**src/rtl/simd_dot_acc.sv**
```systemverilog
// ---------------------------------------------------------------------------
// simd_dot_acc
//   Packed-SIMD dot product with an optional running accumulator.
//   Three register stages:
//     S1: per-lane (EW+1)x(EW+1) signed products
//     S2: exact adder-tree sum of the lane products
//     S3: DOT / DOTACC / LOAD / CLR against the accumulator, result register
//   The block accepts one operation per cycle and applies no back-pressure.
//
// Ports
//   clk_i, rst_ni            clock, asynchronous active-low reset
//   valid_i, op_i            operation strobe and opcode (00 DOT, 01 DOTACC,
//                            10 LOAD, 11 CLR)
//   signed_a_i, signed_b_i   per-operand signedness of the packed elements
//   operand_a_i/operand_b_i  packed elements, lane k = bits [(k+1)*EW-1:k*EW]
//   trans_id_i               tag carried alongside the operation
//   flush_i                  kills every operation still in S1/S2/S3 transit
//   ready_o                  constant 1
//   valid_o, result_o,       returned operation; result_o and trans_id_o
//   trans_id_o               hold their value while valid_o is low
// ---------------------------------------------------------------------------
module simd_dot_acc #(
    parameter int XLEN  = 32,
    parameter int LANES = 4,
    parameter int ACC_W = 32,
    parameter int SAT   = 1,
    parameter int TID_W = 3
) (
    input  logic             clk_i,
    input  logic             rst_ni,
    input  logic             valid_i,
    input  logic [1:0]       op_i,
    input  logic             signed_a_i,
    input  logic             signed_b_i,
    input  logic [XLEN-1:0]  operand_a_i,
    input  logic [XLEN-1:0]  operand_b_i,
    input  logic [TID_W-1:0] trans_id_i,
    input  logic             flush_i,
    output logic             ready_o,
    output logic             valid_o,
    output logic [XLEN-1:0]  result_o,
    output logic [TID_W-1:0] trans_id_o
);

    localparam int EW    = XLEN / LANES;
    localparam int PW    = 2 * EW + 2;
    localparam int SUM_W = PW + $clog2(LANES);

    localparam logic signed [ACC_W-1:0] ACC_MAX = {1'b0, {(ACC_W-1){1'b1}}};
    localparam logic signed [ACC_W-1:0] ACC_MIN = {1'b1, {(ACC_W-1){1'b0}}};

    typedef enum logic [1:0] {
        OP_DOT    = 2'b00,
        OP_DOTACC = 2'b01,
        OP_LOAD   = 2'b10,
        OP_CLR    = 2'b11
    } op_e;

    // A flush in the same cycle wins over a new operation.
    logic accept;
    logic adv_s2;
    logic adv_s3;

    assign accept = valid_i & ~flush_i;

    // ------------------------------------------------------------------ S1
    logic signed [PW-1:0] prod_next [LANES];
    logic signed [PW-1:0] prod_reg  [LANES];
    logic                 valid_s1_reg;
    op_e                  op_s1_reg;
    logic [TID_W-1:0]     tid_s1_reg;
    logic [XLEN-1:0]      load_s1_reg;

    for (genvar gi = 0; gi < LANES; gi++) begin : g_lane
        logic signed [EW:0] a_ext;
        logic signed [EW:0] b_ext;
        // One extra bit per element lets a single signed multiplier cover
        // every signed/unsigned operand combination exactly.
        assign a_ext = {signed_a_i & operand_a_i[(gi+1)*EW-1], operand_a_i[gi*EW +: EW]};
        assign b_ext = {signed_b_i & operand_b_i[(gi+1)*EW-1], operand_b_i[gi*EW +: EW]};
        assign prod_next[gi] = PW'(a_ext) * PW'(b_ext);
    end

    always_ff @(posedge clk_i or negedge rst_ni) begin
        if (!rst_ni) begin
            valid_s1_reg <= 1'b0;
            op_s1_reg    <= OP_DOT;
            tid_s1_reg   <= '0;
            load_s1_reg  <= '0;
            for (int i = 0; i < LANES; i++) begin
                prod_reg[i] <= '0;
            end
        end else begin
            valid_s1_reg <= accept;
            if (accept) begin
                op_s1_reg   <= op_e'(op_i);
                tid_s1_reg  <= trans_id_i;
                load_s1_reg <= operand_a_i;
                for (int i = 0; i < LANES; i++) begin
                    prod_reg[i] <= prod_next[i];
                end
            end
        end
    end

    // ------------------------------------------------------------------ S2
    logic signed [SUM_W-1:0] sum_next;
    logic signed [SUM_W-1:0] sum_s2_reg;
    logic                    valid_s2_reg;
    op_e                     op_s2_reg;
    logic [TID_W-1:0]        tid_s2_reg;
    logic [XLEN-1:0]         load_s2_reg;

    always_comb begin
        sum_next = '0;
        for (int i = 0; i < LANES; i++) begin
            sum_next = sum_next + SUM_W'(prod_reg[i]);
        end
    end

    assign adv_s2 = valid_s1_reg & ~flush_i;

    always_ff @(posedge clk_i or negedge rst_ni) begin
        if (!rst_ni) begin
            valid_s2_reg <= 1'b0;
            op_s2_reg    <= OP_DOT;
            tid_s2_reg   <= '0;
            load_s2_reg  <= '0;
            sum_s2_reg   <= '0;
        end else begin
            valid_s2_reg <= adv_s2;
            if (adv_s2) begin
                op_s2_reg   <= op_s1_reg;
                tid_s2_reg  <= tid_s1_reg;
                load_s2_reg <= load_s1_reg;
                sum_s2_reg  <= sum_next;
            end
        end
    end

    // ------------------------------------------------------------------ S3
    logic signed [ACC_W:0]   sum_ext;
    logic signed [ACC_W:0]   acc_sum;
    logic signed [ACC_W-1:0] acc_sat;
    logic signed [ACC_W-1:0] load_ext;
    logic signed [ACC_W-1:0] acc_next;
    logic signed [ACC_W-1:0] result_next;
    logic signed [ACC_W-1:0] acc_reg;
    logic signed [ACC_W-1:0] result_reg;
    logic                    valid_s3_reg;
    logic [TID_W-1:0]        tid_s3_reg;

    // One guard bit above the accumulator detects overflow of acc + sum.
    assign sum_ext  = (ACC_W+1)'(sum_s2_reg);
    assign acc_sum  = (ACC_W+1)'(acc_reg) + sum_ext;
    assign load_ext = ACC_W'($signed(load_s2_reg));

    always_comb begin
        acc_sat = acc_sum[ACC_W-1:0];
        if ((SAT != 0) && (acc_sum[ACC_W] != acc_sum[ACC_W-1])) begin
            acc_sat = acc_sum[ACC_W] ? ACC_MIN : ACC_MAX;
        end
    end

    always_comb begin
        acc_next    = acc_reg;
        result_next = acc_reg;
        case (op_s2_reg)
            OP_DOT:    result_next = ACC_W'(sum_s2_reg);
            OP_DOTACC: begin
                acc_next    = acc_sat;
                result_next = acc_sat;
            end
            OP_LOAD:   begin
                acc_next    = load_ext;
                result_next = load_ext;
            end
            OP_CLR:    begin
                acc_next    = '0;
                result_next = '0;
            end
            default:   ;
        endcase
    end

    // Flush suppresses the S3 capture too, so the accumulator is untouched.
    assign adv_s3 = valid_s2_reg & ~flush_i;

    always_ff @(posedge clk_i or negedge rst_ni) begin
        if (!rst_ni) begin
            valid_s3_reg <= 1'b0;
            acc_reg      <= '0;
            result_reg   <= '0;
            tid_s3_reg   <= '0;
        end else begin
            valid_s3_reg <= adv_s3;
            if (adv_s3) begin
                acc_reg    <= acc_next;
                result_reg <= result_next;
                tid_s3_reg <= tid_s2_reg;
            end
        end
    end

    assign ready_o    = 1'b1;
    assign valid_o    = valid_s3_reg;
    assign result_o   = XLEN'(result_reg);
    assign trans_id_o = tid_s3_reg;

endmodule

```
**config.mk**
```make
export PLATFORM = sky130hd
export DESIGN_NAME = simd_dot_acc
export DESIGN_NICKNAME = d
export VERILOG_FILES = /design/src/rtl/simd_dot_acc.sv
export SDC_FILE = /design/constraint.sdc
export NUM_CORES = 1
export LEC_CHECK = 0
export ABC_AREA = 1
export BUFFER_PORTS_ARGS = -buffer_cell sky130_fd_sc_hd__buf_2
export CAP_MARGIN = 20
export CORE_UTILIZATION = 30
export CTS_BUF_LIST = sky130_fd_sc_hd__clkbuf_8
export CTS_CLUSTER_DIAMETER = 100
export DETAILED_ROUTE_END_ITERATION = 10
export GPL_TIMING_DRIVEN = 0
export PLACE_DENSITY = 0.44
export SYNTH_ARGS = -nofsm -noshare
export SYNTH_HDL_FRONTEND = slang
export SYNTH_SLANG_ARGS = --single-unit
```
**constraint.sdc**
```tcl
create_clock -name clk_i -period 2.9 [get_ports clk_i]
set_clock_uncertainty 0.05 [all_clocks]
set_input_delay 0.58 -clock clk_i [delete_from_list [all_inputs] [get_ports clk_i]]
set_output_delay 0.58 -clock clk_i [all_outputs]
set_load 0.02 [all_outputs]
```
==> metrics <==
Die ar.=0.0874 mm²; setup slack after layout=-1.56 ns; total congestion overflow=0; DPL Wire Length=64500 µm; Cells after DPL=4511; worst-case reg-to-reg path depth=12; Tmin final=4.46 ns; worst flop-to-flop path startpoint=prod_reg[5]; Critical Path Source Type=input pin; Hold Fails Final Rpt=0; CP peak stage delay=0.57 ns; Ys Warns=0; CTS Root Cell=clkbuf_8; first-pass GRT wire length=126000 µm; DR pass1 iterations=5; CP Cell Sequence=clkbuf_16, nand2_4, or2_2, fa_1, fa_1, fa_1, fa_1, fa_1, inv_2, ha_4, a21oi_4, nand2_4, buf_4, nand2_1, o2111ai_2, xor2_2, o21ai_1; Worst path depth=17; row count=107; Clock Sinks=236; GRT Overall Usage=18.8%; Port Buf Inserts=50; CP most frequent cell=fa_1; cell accounting for the most synthesized area=fa_1; CP Buf/Inv Count=3; Initial Util=30.3%; area grow syn2layout=27.7%; critical path fanouts, max=9; layout cell share with drive strength beyond 1=22.2%; number of flip-flops in the largest register=72; Slew @ Worst Pin=0.866 ns; violated checks=negative setup slack; final WL=80600 µm; via count=21.1k; Die Ht=296 µm; RSZ-0062 raised after global routing=true; run status=complete, but fails checks; met2 WL=40200 µm; Critical Path RT=3.31 ns; Final setup viols=58; max-cap violation count=0; Lkg Pwr=17.4 nW; Power Dens Cells=1310 mW/mm²; fin nets=4138; Crit Path Category=in2reg; CP max-delay cell=fa_1; Post-Syn Area=0.0259 mm²; drt initial violations=1074; worst skew pair latency=0.63 ns; Peak VDD IR=1.21 mV; largest cells by area after synthesis=fa_1 25%, dfrtp_1 23%, nand2_1 16%; critical path arrival=4.87 ns; # IOs=112; Worst Hold Endpoint=tid_s1_reg[2]; met3 routed WL=1980 µm; syn_area_per_cell=7.81 µm²; Non-Filler Instances=4716; fill cell count=8873; DRT met1 WL=36900 µm; Netlist cell types=43; hold path start=trans_id_i[2]; Die Wd=296 µm; r2r endpoint=sum_s2_reg[17]; cell family with most CP delay=adder cells; Synth Register Bits=236; core region area=0.0853 mm²; largest net degree at the start of global routing=115; post-synthesis net count=3910; hold depth=3; CTS clk-pin slew, worst paths=0.06 ns; Hold WC Path Type=in2reg; Post-Syn Instances=3314; R2R Setup Slk=-0.11 ns; DRT antenna net count=0; post-synthesis sequential area ratio=22.8%; max layer used=met4; number of buffers created by CTS=47; top-area cell type share of the netlist area=24.7%; critical path launch point=signed_b_i; Tcrit/Tclk final=154%; DRC Markers=0; CTS tree=yes; GP Congestion=0.918; Critical Path End Type=flip-flop; initial antenna violation count=1; WL per Instance=17.1 µm; H-tree depth=2; slew margin rel.=42.3%; Max Clk Rate=224 MHz; vias per cell=4.48; WHS=0.164 ns; Core Util, Final=38.7%; Pins Over Slew Limit=0; Max Root-Sink Buffers=3; vias in the first global route=21.9k
## how the worst max path moves through the flow
stage          slack [ns]           end
6_report            -1.56  prod_reg[35]
2_1_floorplan       -1.90  prod_reg[50]
4_1_cts             -1.49  prod_reg[69]
3_3_place_gp        -3.53  prod_reg[33]
5_1_grt             -1.68  prod_reg[31]
3_5_place_dp        -2.73  prod_reg[14]
## layout make-up
type | instances | area (µm²) | area share (%)
Inverter | 638 | 2440 | 7.37
Multi-Input combinational cell | 2314 | 19400 | 58.7
Timing Repair Buffer | 179 | 1550 | 4.68
Clock inverter | 21 | 231 | 0.701
Tap cell | 1144 | 1430 | 4.33
Antenna cell | 1 | 2.50 | 0.00757
Buffer | 126 | 1280 | 3.87
Sequential cell | 236 | 5920 | 17.9
Clock buffer | 57 | 785 | 2.37
## placed cells by master (no fill, tap or decap), types with 9 or more instances in the layout
| master | n |
|---|---|
| buf_6 | 24 |
| a21oi_2 | 30 |
| dfrtp_1 | 227 |
| nand2_4 | 26 |
| fa_2 | 21 |
| ha_2 | 9 |
| clkbuf_1 | 46 |
| xor2_1 | 30 |
| a31oi_1 | 15 |
| o21bai_1 | 11 |
| o21ai_0 | 64 |
| inv_2 | 48 |
| buf_12 | 11 |
| inv_1 | 584 |
| clkbuf_2 | 12 |
| ha_4 | 76 |
| nor2_2 | 18 |
| or2_4 | 17 |
| a21oi_1 | 69 |
| a21o_1 | 9 |
| a21oi_4 | 12 |
| clkbuf_16 | 28 |
| nand2_1 | 1010 |
| o21ai_1 | 35 |
| nand4_1 | 20 |
| ha_1 | 117 |
| clkbuf_8 | 66 |
| o21ai_2 | 15 |
| clkbuf_4 | 11 |
| nand3_1 | 78 |
| xnor2_1 | 22 |
| buf_4 | 95 |
| fa_1 | 298 |
| buf_2 | 54 |
| nand3_2 | 42 |
| nand2_2 | 66 |
| nor2_1 | 116 |
## tightest hold or removal path: stages
cell and delay [ns]:
buf_2 0.11, nand2_1 0.05, o21ai_0 0.06
## synth_stat cells
master     number
fa_1          319
o31ai_1         2
conb_1          1
nand3b_1        5
ha_1          202
a21boi_0        2
a21o_1          9
nand3_1        98
nor2_4          2
nand2_1      1080
buf_4           2
or2_0           1
inv_2           2
nor2_1        135
xnor2_1        34
a211oi_1        3
nand4_1        20
buf_2           5
inv_1         635
nor3_1          8
nand2_4         2
o211ai_1        2
buf_6           3
a21oi_1       109
a21oi_2         2
and2_1          2
a31oi_1        16
o21bai_1       14
nand3_2        28
dfrtp_1       236
xor2_1         40
a31o_2          4
nor2_2          3
or2_2          20
buf_12          1
clkinv_1        1
o22ai_1         1
o21ai_0       117
buf_1           4
nor4_1          3
o2111ai_1       2
clkbuf_1      111
nand2_2        28
## kinds of logic after synthesis
group | Yosys count | synth area share (%)
other cells | 1 | 0.0145
fa+ha+maj | 521 | 34.4
flops | 236 | 22.8
buf+inv | 764 | 11.3
simple gates | 1435 | 22.9
compound gates | 283 | 5.98
xor+xnor | 74 | 2.50
## power by group
| group | switching [mW] | leakage, nW | internal, mW |
|---|---|---|---|
| sequential | 1.05 | 2.95 | 4.45 |
| clock | 1.58 | 0.550 | 2.22 |
| combinational | 18.8 | 13.9 | 15.3 |
## per-layer routing
metal,up-vias,GRT usage [%]
met3,81,1.85
met5,-,0
met1,10300,25.1
li1,10400,-
met4,0,3.90
met2,242,32.8
## metrics by stage
stage | cell area, µm² | setup slack, ns | setup TNS [ns] | total power, mW
floorplan | 27200 | -1.90 | -74.17 | 23.9
global placement | 28900 | -3.53 | -948.18 | 30.5
detailed placement | 29000 | -2.73 | -120.77 | 30.5
CTS | 31900 | -1.49 | -56.34 | 39.9
global route | 33000 | -1.68 | -66.26 | 47.3
finish | 33000 | -1.56 | -59.16 | 43.4
## what timing repair did
action	4_1_cts	5_1_grt
setup buffers	83	48
hold buffers	1	0
pin swaps	115	120
gates resized for setup	272	167
gates cloned	0	1
endpoints found under the setup margin	124	126
hold endpoints to repair	30	0
(Power assumes the default switching activity.)
